<file path="src/rtl/alu_pkg.sv">
// Shared opcode map, helper predicates and FSM state type
// for the ALU sequencer.
package alu_pkg;

    localparam logic [4:0] ALU_ZERO       = 5'h00;
    localparam logic [4:0] ALU_PASS_A     = 5'h01;
    localparam logic [4:0] ALU_PASS_B     = 5'h02;
    localparam logic [4:0] ALU_AND        = 5'h03;
    localparam logic [4:0] ALU_OR         = 5'h04;
    localparam logic [4:0] ALU_XOR        = 5'h05;
    localparam logic [4:0] ALU_NOT_A      = 5'h06;
    localparam logic [4:0] ALU_ADD        = 5'h07;
    localparam logic [4:0] ALU_SUB        = 5'h08;
    localparam logic [4:0] ALU_INC_A      = 5'h09;
    localparam logic [4:0] ALU_DEC_A      = 5'h0A;
    localparam logic [4:0] ALU_INC_B      = 5'h0B;
    localparam logic [4:0] ALU_DEC_B      = 5'h0C;
    localparam logic [4:0] ALU_NEG_A      = 5'h0D;
    localparam logic [4:0] ALU_NEG_B      = 5'h0E;
    localparam logic [4:0] ALU_ROR_A      = 5'h0F;
    localparam logic [4:0] ALU_ROR_B      = 5'h10;
    localparam logic [4:0] ALU_ROL_A      = 5'h11;
    localparam logic [4:0] ALU_ROL_B      = 5'h12;
    localparam logic [4:0] ALU_LSR_A      = 5'h13;
    localparam logic [4:0] ALU_LSR_B      = 5'h14;
    localparam logic [4:0] ALU_LSL_A      = 5'h15;
    localparam logic [4:0] ALU_LSL_B      = 5'h16;
    localparam logic [4:0] ALU_FLAGS_READ = 5'h1F;

    typedef enum logic [1:0] {
        IDLE,
        EXEC,
        CAPT,
        RESP
    } seq_state_t;

    function automatic logic is_shift(input logic [4:0] op);
        return (op >= ALU_ROR_A) && (op <= ALU_LSL_B);
    endfunction

    // Even shift opcodes act on operand B, odd ones on A.
    function automatic logic shift_on_b(input logic [4:0] op);
        return !op[0];
    endfunction

    function automatic logic is_legal(input logic [4:0] op);
        return (op <= ALU_LSL_B) || (op == ALU_FLAGS_READ);
    endfunction

endpackage

</file>
<file path="src/rtl/alu_sequencer.sv">
// Drives the 8-bit ALU for one requester over valid/ready
// request/response channels; iterates shift opcodes.
module alu_sequencer
    import alu_pkg::*;
#(
    parameter int          COUNT_W      = 3,
    parameter logic [7:0]  ILLEGAL_DATA = 8'h00
) (
    input  logic               clk,
    input  logic               rst_n,
    input  logic               req_valid,
    output logic               req_ready,
    input  logic [4:0]         req_op,
    input  logic [7:0]         req_a,
    input  logic [7:0]         req_b,
    input  logic [COUNT_W-1:0] req_count,
    output logic               rsp_valid,
    input  logic               rsp_ready,
    output logic [7:0]         rsp_data,
    output logic [4:0]         rsp_flags,
    output logic               rsp_err,
    output logic [4:0]         alu_opcode,
    output logic [7:0]         alu_reg_a,
    output logic [7:0]         alu_reg_b,
    output logic               alu_out_n,
    output logic               reg_f_out_n,
    output logic               reg_f_load,
    input  logic [7:0]         alu_data,
    input  logic [7:0]         alu_flags
);

    seq_state_t         state_q, state_d;
    logic [4:0]         op_q, op_d;
    logic [7:0]         a_q, a_d;
    logic [7:0]         b_q, b_d;
    logic [COUNT_W-1:0] iter_q, iter_d;
    logic [7:0]         data_q, data_d;
    logic [4:0]         flags_q, flags_d;
    logic               err_q, err_d;
    logic               last;
    logic               unused_flags;

    assign last         = (iter_q == COUNT_W'(1));
    assign unused_flags = ^alu_flags[7:5];

    assign alu_opcode = op_q;
    assign alu_reg_a  = a_q;
    assign alu_reg_b  = b_q;
    assign rsp_data   = data_q;
    assign rsp_flags  = flags_q;
    assign rsp_err    = err_q;

    always_comb begin
        state_d     = state_q;
        op_d        = op_q;
        a_d         = a_q;
        b_d         = b_q;
        iter_d      = iter_q;
        data_d      = data_q;
        flags_d     = flags_q;
        err_d       = err_q;
        req_ready   = 1'b0;
        rsp_valid   = 1'b0;
        alu_out_n   = 1'b1;
        reg_f_out_n = 1'b1;
        reg_f_load  = 1'b0;
        unique case (state_q)
            IDLE: begin
                req_ready = 1'b1;
                if (req_valid && is_legal(req_op)) begin
                    op_d   = req_op;
                    a_d    = req_a;
                    b_d    = req_b;
                    iter_d = COUNT_W'(1);
                    if (is_shift(req_op) && req_count != '0)
                        iter_d = req_count;
                    err_d   = 1'b0;
                    state_d = EXEC;
                end else if (req_valid) begin
                    // ALU bus is left untouched for illegal ops.
                    err_d   = 1'b1;
                    data_d  = ILLEGAL_DATA;
                    state_d = RESP;
                end
            end
            EXEC: begin
                data_d = alu_data;
                if (op_q == ALU_FLAGS_READ) begin
                    reg_f_out_n = 1'b0;
                    state_d     = CAPT;
                end else begin
                    alu_out_n  = 1'b0;
                    reg_f_load = last;
                    iter_d     = iter_q - COUNT_W'(1);
                    if (is_shift(op_q) && shift_on_b(op_q))
                        b_d = alu_data;
                    else if (is_shift(op_q))
                        a_d = alu_data;
                    if (last)
                        state_d = CAPT;
                end
            end
            CAPT: begin
                flags_d = alu_flags[4:0];
                state_d = RESP;
            end
            RESP: begin
                rsp_valid = 1'b1;
                if (rsp_ready)
                    state_d = IDLE;
            end
            default: state_d = IDLE;
        endcase
    end

    always_ff @(posedge clk or negedge rst_n) begin
        if (!rst_n) begin
            state_q <= IDLE;
            op_q    <= '0;
            a_q     <= '0;
            b_q     <= '0;
            iter_q  <= '0;
            data_q  <= '0;
            flags_q <= '0;
            err_q   <= 1'b0;
        end else begin
            state_q <= state_d;
            op_q    <= op_d;
            a_q     <= a_d;
            b_q     <= b_d;
            iter_q  <= iter_d;
            data_q  <= data_d;
            flags_q <= flags_d;
            err_q   <= err_d;
        end
    end

endmodule

</file>
<file path="config.mk">
export PLATFORM = sky130hd
export DESIGN_NAME = alu_sequencer
export DESIGN_NICKNAME = d
export VERILOG_FILES = /design/src/rtl/alu_pkg.sv /design/src/rtl/alu_sequencer.sv
export SDC_FILE = /design/constraint.sdc
export NUM_CORES = 1
export LEC_CHECK = 0
export CAP_MARGIN = 30
export CORE_MARGIN = 1.5
export CORE_UTILIZATION = 43
export CTS_CLUSTER_DIAMETER = 40
export CTS_CLUSTER_SIZE = 10
export DETAILED_ROUTE_END_ITERATION = 8
export GPL_TIMING_DRIVEN = 0
export PLACE_DENSITY = 0.9
export SLEW_MARGIN = 5
export SYNTH_ARGS = -nofsm -noshare
export SYNTH_HDL_FRONTEND = slang
export SYNTH_SLANG_ARGS = --single-unit
</file>
<file path="constraint.sdc">
create_clock -name clk -period 2.1 [get_ports clk]
set_clock_uncertainty 0.1 [all_clocks]
set_input_delay 0.42 -clock clk [delete_from_list [all_inputs] [get_ports clk]]
set_output_delay 0.42 -clock clk [all_outputs]
set_load 0.03 [all_outputs]
</file>
==> results of run 1 <==
==> timing repair <==
| item | in CTS | in global routing |
|---|---|---|
| resized for setup | 15 | 4 |
| pin swaps | 1 | 1 |
| buffers inserted | 2 | 1 |
| endpoints found under the hold margin | 16 | 0 |
| hold buffers | 1 | 0 |
| endpoints found under the setup margin | 21 | 24 |
==> sequential cells by signal, indices dropped and copies added (netlist names) <==
register / count
iter_q: 3
rsp_data: 8
alu_reg_a: 8
rsp_flags: 5
alu_reg_b: 8
alu_opcode: 5
rsp_err: 1
state_q: 2
==> logic make-up (layout without fill, tap and decap cells) <==
logic type               Yosys count  count (layout)
XOR/XNOR                           1               1
adder cells (fa/ha/maj)            6               6
AO/OA/AOI/OAI                     35              35
buffers and inverters             36             129
multiplexers                      36              36
flip-flops                        40              40
AND/OR/NAND/NOR                   35              35
==> power groups by stage <==
stage | Sequential, W | Combinational, W | Clock [W]
final | 0.00137 | 0.00314 | 0.000687
after global routing | 0.00142 | 0.00336 | 0.000747
after CTS | 0.00138 | 0.00310 | 0.000704
after detailed placement | 0.00138 | 0.00307 | 0
after global placement | 0.00137 | 0.00298 | 0
after floorplan | 0.00196 | 0.00138 | 0
==> final timing paths <==
kind / from / end / slack, ns / cells after the start
worst max-delay path: state_q[1] / reg_f_out_n / 0.06 / 6
worst min-delay path: rsp_flags[0] / rsp_flags[0] / 0.41 / 1
worst max register to register: state_q[1] / alu_reg_a[2] / 0.08 / 5
worst min register to register: rsp_flags[0] / rsp_flags[0] / 0.41 / 1
max in group asynchronous: rst_n / rsp_data[1] / 0.93 / 3
min in group asynchronous: rst_n / rsp_err / 0.50 / 2
==> per-layer routing <==
layer	share of wire, %	track usage [%]
met3	6.5	6.25
met1	42	25.1
met5	0	0
met4	0.68	4.82
met2	51	34.7
==> cells in the final DEF (no fill, tap or decap), types with 2 or more instances in the layout <==
cell type / synthesis / layout
inv_1: 30 / 29
mux2_2: 18 / 18
nand2_1: 15 / 15
clkdlybuf4s15_2: 0 / 3
clkdlybuf4s50_1: 0 / 74
buf_4: 0 / 3
nand3_1: 3 / 3
dfrtp_1: 40 / 40
clkbuf_8: 0 / 7
ha_4: 0 / 2
nor2b_1: 3 / 3
clkbuf_1: 4 / 4
a21oi_1: 6 / 6
mux2_4: 8 / 8
mux2i_1: 10 / 10
ha_1: 6 / 4
nor2_1: 7 / 6
dlygate4sd2_1: 0 / 2
nand2b_1: 2 / 2
o21ai_0: 19 / 18
==> metrics by stage <==
stage          utilization (%)  area (µm²)  cells  setup TNS (ns)
3_3_place_gp              63.0        2940    323          -27.06
2_1_floorplan                -        2070    189               0
4_1_cts                   67.1        3130    335               0
6_report                  67.8        3160    336               0
3_5_place_dp              63.5        2960    324           -8.58
5_1_grt                   67.8        3160    336         -0.0253
==> area by class of cell <==
type                            instances  share of cell area, %
Tap cell                               54                   2.14
Clock buffer                            7                   3.05
Timing Repair Buffer                   85                   27.1
Sequential cell                        40                   31.7
Buffer                                  6                   1.07
Inverter                               30                   3.56
Multi-Input combinational cell        113                   30.4
Clock inverter                          1                  0.950
==> flow_summary.yaml, run 1 <==
critical_path:
  crit_fanout: 7
  worstPathRequired_ns: 1.58
  crit_buf_inv: 3
  critPathSlowestCell: "dfrtp_1"
  cpLargestDelayFamily: "buffers and inverters"
  start_kind: "register"
  crit_path_max_incr_delay_ns: 0.39
  arrival_ns: 1.52
  cp_cell_sequence: "inv_2, ha_4, nand3_1, nor2_2, inv_1, clkdlybuf4s15_2"
  path_class: "register to output port"
  end_kind: "output port"
clocking:
  cts_buffers: 5
  tritoncts: "built"
  clock_latency_ns: 0.29
  clk_pin_slew_worst_paths_ns: 0.08
  cts_root_buffer: "clkbuf_8"
  clock_path_buffers: 2
  htree_levels: 2
  cts.sinks: 40
power_and_ir_drop:
  p_seq_share_pct: 26.4
  p_sw_share_pct: 41.8
  pwr-share-clk_pct: 13.2
  p_comb_share_pct: 60.3
  leakage_nw: 1.39
  vdd_drop_max_uv: 894
  power_density_nw_per_um2: 1640
  p_sw_w: 0.00217
  power_w: 0.00520
  p_int_w: 0.00302
yosys:
  yosysMostFrequentCell: "dfrtp_1"
  yosys.area_share.simple_pct: 8.18
  synth_seq_cells: 40
  syn_nets: 239
  synth_edf_count: 0
  synth_seq_area_share_pct: 48.5
  synth_area_leaders: "dfrtp_1 (48%), mux2_2 (9.8%), mux2_4 (5.8%), inv_1 (5.5%), mux2i_1 (4.8%)"
  ys_types: 32
  yosysTopAreaCell: "dfrtp_1"
  syn-instance-count: 189
  syn-cell-area_um2: 2060
  async_flop_share_pct: 100
  synth-xor-area-share_pct: 0.788
  synth_top_flop_cell: "dfrtp_1"
  synth_mux_area_share_pct: 20.5
  synth_top_family_by_area: "multiplexers"
  synth_top_area_share_pct: 48.5
  yosys_warnings: 0
  syn_area_per_cell_um2: 10.9
  synth_fa_ha_area_share_pct: 3.64
  synth_compound_area_share_pct: 11.5
  synth_commonest_cells: "dfrtp_1 (40), inv_1 (30), o21ai_0 (19)"
die:
  io_pins: 84
  die_w_um: 72.3
  die_h_um: 72.3
  rows: 25
  core_area_um2: 4660
  dieArea_um2: 5230
  start_util_pct: 44.3
detailed_routing:
  drtPass1Iterations: 4
  drc: 0
  finalWirelength_mm: 5.01
  vias: 1666
  ant_nets: 0
  drt_iter0_markers: 91
  routed_via_density: 4.96
  drt-wirelength-per-cell_um: 14.9
flow_run:
  maxCapViolCount: 0
final_layout:
  antenna_cells: 0
  drive_gt1_share_pct: 19.9
  nFillCells: 360
  regArea_um2: 1000
  area_growth_pct: 53.1
  multi_input_area_um2: 962
  fin_nets: 331
hold_path:
  hold_path_class: "register to register"
timing:
  whs_ns: 0.409
  drv_slew: 0
  finalSetupViolations: 0
  final-hold-violation-count: 0
  fin_ws_ns: 0.0601
  final.min_clock_period_ns: 2.04
  rsz0062_at_grt: "yes"
  timing.fmax_ghz: 0.490
  period_share_pct: 97.1
  tightest_slew_ns: 0.591
  relSlewSlack_pct: 60.6
placement:
  hpwl_mm: 3.77
  gp_congestion: 0.831
  port_buffers: 80
  pre_cts_slack_ns: -0.376
outcome:
  status: "finished, final reports clean"
global_routing:
  antenna_found_initial: 0
  grt_max_degree: 25
  grt_pass1_vias: 1681
  grt_pass1_wl_mm: 8.06
  grt_overflow: 0
  grtUsageTotal_pct: 20.3
Note: power is estimated with default switching activity, not from simulation.
==> inputs of run 2 (changes only) <==
--- a/config.mk
+++ b/config.mk
@@ -6,6 +6,7 @@
 export NUM_CORES = 1
 export LEC_CHECK = 0
 export CAP_MARGIN = 30
+export CORE_ASPECT_RATIO = 2
 export CORE_MARGIN = 1.5
 export CORE_UTILIZATION = 43
 export CTS_CLUSTER_DIAMETER = 40
==> run 2 against run 1 <==
Net effect: clock power is 29% lower; sequential share of layout area grew 0.19 points; total power shrank 2.3%; non-clock buffer count is 2 higher; final cell count is 0.60% higher; sequential cell count unchanged; maximum frequency decreased by 2.8%; register-to-register slack got worse by 0.08 ns; worst hold slack worse by 0.042 ns; die area grew 0.48%; count of clock-buffer cells in the layout down 2; largest power group unchanged.
==> flow_summary.yaml, run 2 (synthesis results as in run 1) <==
outcome:
  status: "finished, final reports clean"
detailed_routing:
  drtPass1Iterations: 4
  drt_iter0_markers: 9
  ant_nets: 0
  finalWirelength_mm: 5.20
  vias: 1707
  drt-wirelength-per-cell_um: 15.4
  routed_via_density: 5.05
  drc: 0
critical_path:
  crit_cells: 6
  r2r_slack_ns: 0.001
  arrival_ns: 2.18
  critPathSlowestCell: "clkbuf_1"
  rr_startpoint: "state_q[1]"
  crit_path_start: "state_q[1]"
  worstPathRequired_ns: 2.18
  reg2reg_depth: 6
  crit_fanout: 10
  cpLargestDelayFamily: "buffers and inverters"
  crit_path_max_incr_delay_ns: 0.49
  path_class: "register to register"
  crit_buf_inv: 3
  r2r-end: "alu_reg_a[3]"
  cp_cell_sequence: "inv_2, ha_4, clkbuf_1, o2bb2ai_4, buf_12, mux2_2"
  end_kind: "register"
  crit_end: "alu_reg_a[3]"
  start_kind: "register"
placement:
  gp_congestion: 0.824
  port_buffers: 80
  dp_cells: 325
  hpwl_mm: 3.84
global_routing:
  antenna_found_initial: 0
  grt_pass1_wl_mm: 8.34
  grtUsageTotal_pct: 21.9
  grt_pass1_vias: 1806
  grt_overflow: 0
  grt_max_degree: 38
flow_run:
  maxCapViolCount: 0
hold_path:
  hold_path_class: "input port to async pin"
timing:
  timing.fmax_ghz: 0.476
  final-hold-violation-count: 0
  drv_slew: 0
  tightest_slew_ns: 0.615
  final.min_clock_period_ns: 2.10
  finalSetupViolations: 0
  period_share_pct: 99.9
  rsz0062_at_grt: "yes"
  relSlewSlack_pct: 59.0
die:
  rows: 35
  start_util_pct: 44.9
  die_h_um: 101
  die_w_um: 52.0
  dieArea_um2: 5250
  core_area_um2: 4600
  io_pins: 84
power_and_ir_drop:
  power_density_nw_per_um2: 1620
  vdd_drop_max_uv: 1100
  power_w: 0.00508
  leakage_nw: 1.38
clocking:
  tritoncts: "built"
  cts.sinks: 40
  clk_pin_slew_worst_paths_ns: 0.08
  cts_buffers: 5
  cts_root_buffer: "clkbuf_8"
  clock_latency_ns: 0.29
  htree_levels: 2
  clock_path_buffers: 2
final_layout:
  antenna_cells: 0
  most-common-layout-cells: "clkdlybuf4s50_1 (74), dfrtp_1 (40), inv_1 (29)"
  area_growth_pct: 52.2
  fin_nets: 333
  final_common_cell: "clkdlybuf4s50_1"
  drive_gt1_share_pct: 20.1
  finalNonFillerCells: 338
[run 2: power by group]
part / total, W / switching, W / internal, W
logic: 0.00321 / 0.00169 / 0.00152
registers: 0.00138 / 0.000243 / 0.00114
clock network: 0.000490 / 0.000265 / 0.000225
[run 2: per-layer routing]
metal	routed length (µm)	up-vias	track usage, %	part of all wire, %
met1	1830	817	22.0	35
met5	0	-	0	0
li1	-	813	-	-
met4	263	0	16.4	5.1
met2	2950	58	39.0	57
met3	163	19	2.67	3.1
[run 2: layout make-up]
type / instances / area (µm²)
timing repair buffer: 87 / 865
fill: 349 / 1460
multi-input combinational: 113 / 980
sequential: 40 / 1000
clock inverter: 2 / 12.5
clock buffer: 5 / 68.8
buffer: 6 / 33.8
tap: 55 / 68.8
inverter: 30 / 113
[run 2: timing repair]
action / CTS / global route
setup buffers: 3 / 2
hold buffers: 1 / 0
hold endpoints to repair: 3 / 0
resized for setup: 13 / 11
gates cloned: 0 / 0
pin swaps: 2 / 2
endpoints found under the setup margin: 21 / 29
[run 2: stage by stage]
step / hold WS, ns / utilization (%) / setup WS [ns] / TNS, ns / instance area [µm²]
4_1_cts: 0.364 / 67.5 / -0.0418 / -0.0577 / 3100
3_5_place_dp: 0.141 / 64.2 / -0.371 / -8.92 / 2950
6_report: 0.367 / 68.3 / 0.00118 / 0 / 3140
5_1_grt: 0.378 / 68.3 / -0.0649 / -0.410 / 3140
3_3_place_gp: 0.374 / 63.9 / -0.504 / -27.23 / 2940
2_1_floorplan: 0.0244 / - / 0.0354 / 0 / 2070
[run 2: how the worst min path moves through the flow]
stage	cells past startpoint	startpoint	slack [ns]	to
after floorplan	0	rst_n	0.02	alu_opcode[0]
after global placement	2	rsp_err	0.37	rsp_err
after detailed placement	1	rst_n	0.14	alu_opcode[2]
after CTS	2	rst_n	0.36	rsp_err
after global routing	2	rst_n	0.38	rsp_err
final	2	rst_n	0.37	rsp_err
[run 2: worst reg2reg max path: stages (launching register included)]
cell and delay (ns):
dfrtp_1 0.43, inv_2 0.12, ha_4 0.18, clkbuf_1 0.49, o2bb2ai_4 0.19, buf_12 0.14, mux2_2 0.34
==> inputs of run 3 (changes only) <==
--- a/config.mk
+++ b/config.mk
@@ -8,12 +8,12 @@
 export CAP_MARGIN = 30
 export CORE_ASPECT_RATIO = 2
 export CORE_MARGIN = 1.5
-export CORE_UTILIZATION = 43
+export CORE_UTILIZATION = 25
 export CTS_CLUSTER_DIAMETER = 40
 export CTS_CLUSTER_SIZE = 10
 export DETAILED_ROUTE_END_ITERATION = 8
 export GPL_TIMING_DRIVEN = 0
-export PLACE_DENSITY = 0.9
+export PLACE_DENSITY = 0.61
 export SLEW_MARGIN = 5
 export SYNTH_ARGS = -nofsm -noshare
 export SYNTH_HDL_FRONTEND = slang
==> run 3 against run 2 <==
Net effect: non-clock buffer count did not move; first-iteration DRC count rose to 5.0 times the previous value; the flow now finishes with violations (hold timing); combinational power rose by 2%; cell area rose by 5.1%; count of clock-buffer cells in the layout rose by 2; wire length rose by 9.9%; global-route usage fell by 8.0 points; total power rose by 9.8%; highest routed layer unchanged; sequential power barely moved.
==> flow_summary.yaml, run 3 (synthesis results as in run 1) <==
critical_path:
  crit_path_max_incr_delay_ns: 0.54
  reg2reg_depth: 7
  path_class: "input port to register"
  arrival_ns: 2.12
  cpLargestDelayFamily: "buffers and inverters"
  crit_cells: 7
  cp_cell_sequence: "clkdlybuf4s50_1, nand3_4, xnor2_4, a21oi_4, o21a_1, buf_6, mux2_4"
  crit_fanout: 8
  worstPathRequired_ns: 2.17
  crit_buf_inv: 2
  end_kind: "register"
  start_kind: "input port"
  critPathSlowestCell: "clkdlybuf4s50_1"
timing:
  drv_slew: 0
  timing.fmax_ghz: 0.486
  relSlewSlack_pct: 62.6
  finalSetupTns_ns: 0
  final-hold-violation-count: 1
  finalSetupViolations: 0
  fin_ws_ns: 0.0432
  whs_ns: -0.000653
  rsz0062_at_grt: "yes"
  tightest_slew_ns: 0.560
  final.min_clock_period_ns: 2.06
  period_share_pct: 97.9
final_layout:
  drive_gt1_share_pct: 21.5
  nFillCells: 809
  fin_util_pct: 41.6
  area_growth_pct: 60.0
  most-common-layout-cells: "clkdlybuf4s50_1 (74), dfrtp_1 (40), inv_1 (28)"
  fin_nets: 333
  final_common_cell: "clkdlybuf4s50_1"
  antenna_cells: 0
  finalInstanceArea_um2: 3300
detailed_routing:
  ant_nets: 0
  vias: 1738
  drt_iter0_markers: 45
  routed_via_density: 4.57
  finalWirelength_mm: 5.71
  drtPass1Iterations: 4
  drt-wirelength-per-cell_um: 15.0
  drc: 0
power_and_ir_drop:
  power_density_nw_per_um2: 1690
  leakage_nw: 1.43
  power_w: 0.00558
  vdd_drop_max_uv: 838
hold_path:
  hold_path_class: "input port to async pin"
clocking:
  htree_levels: 2
  clock_path_buffers: 2
  cts.sinks: 40
  clock_latency_ns: 0.28
  cts_buffers: 5
  cts_root_buffer: "clkbuf_16"
  clk_pin_slew_worst_paths_ns: 0.06
  tritoncts: "built"
  cts.hold.buffers_added: 0
die:
  start_util_pct: 26.0
  dieArea_um2: 8840
  die_h_um: 132
  io_pins: 84
  rows: 46
  core_area_um2: 7940
  die_w_um: 67.3
global_routing:
  grt_max_degree: 23
  grt_pass1_vias: 1791
  antenna_found_initial: 0
  grtUsageTotal_pct: 13.9
  grt_overflow: 0
  grt_pass1_wl_mm: 9.05
placement:
  port_buffers: 80
  place_area_um2: 3010
  pre_cts_slack_ns: -0.409
  gp_congestion: 0.810
  hpwl_mm: 4.28
outcome:
  status: "finished with violations"
  violations: "hold timing"
flow_run:
  maxCapViolCount: 0
[run 3: cell count changes in the layout (fill, tap and decap cells not counted), sizes merged]
cell | previous run | this run
clkinvlp | 1 | 0
dlygate4sd3 | 1 | 0
bufinv | 0 | 1
clkbuf | 10 | 12
clkdlybuf4s15 | 1 | 0
buf | 10 | 12
clkinv | 1 | 0
[run 3: path summary, 6_finish.rpt]
path / slack (ns) / from / endpoint
setup reg to reg: 0.16 / state_q[0] / iter_q[2]
max in group asynchronous: 1.42 / rst_n / alu_reg_b[1]
hold / removal: -0.0007 / rst_n / alu_opcode[1]
hold reg to reg: 0.41 / rsp_err / rsp_err
min in group clk: 0.41 / rsp_err / rsp_err
setup / recovery: 0.04 / req_op[0] / alu_reg_b[1]
[run 3: final cells by class]
cell class	count	area (µm²)	area share (%)
plain buffers	6	35.0	1.06
inverters	30	113	3.41
multi-input cells	113	985	29.8
clock inverters	1	30.0	0.909
clock buffers	7	153	4.62
flip-flops and latches	40	1000	30.3
repair buffers	87	867	26.2
well taps	96	120	3.64
[run 3: through the flow]
step | instances | hold WS [ns]
floorplan | 189 | 0.0244
CTS | 377 | 0.0143
global placement | 365 | 0.383
finish | 380 | -0.000653
detailed placement | 366 | 0.318
global route | 380 | 0.0319
[run 3: per-layer routing]
metal	up-vias	global-route usage (%)	share of wire (%)
met5	-	0	0
met4	0	8.50	4.1
met3	16	2.65	3.9
met2	56	25.3	57
met1	851	13.5	35
li1	815	-	-
[run 3: what timing repair did]
item                       CTS  global route
resized for setup           16            13
pin swaps                    2             2
setup buffers                3             3
setup endpoints to repair   25            23
[run 3: power by group]
group	internal, W	total, W	switching, W
Sequential	0.00114	0.00138	0.000241
Clock	0.000626	0.000928	0.000302
Combinational	0.00154	0.00327	0.00173
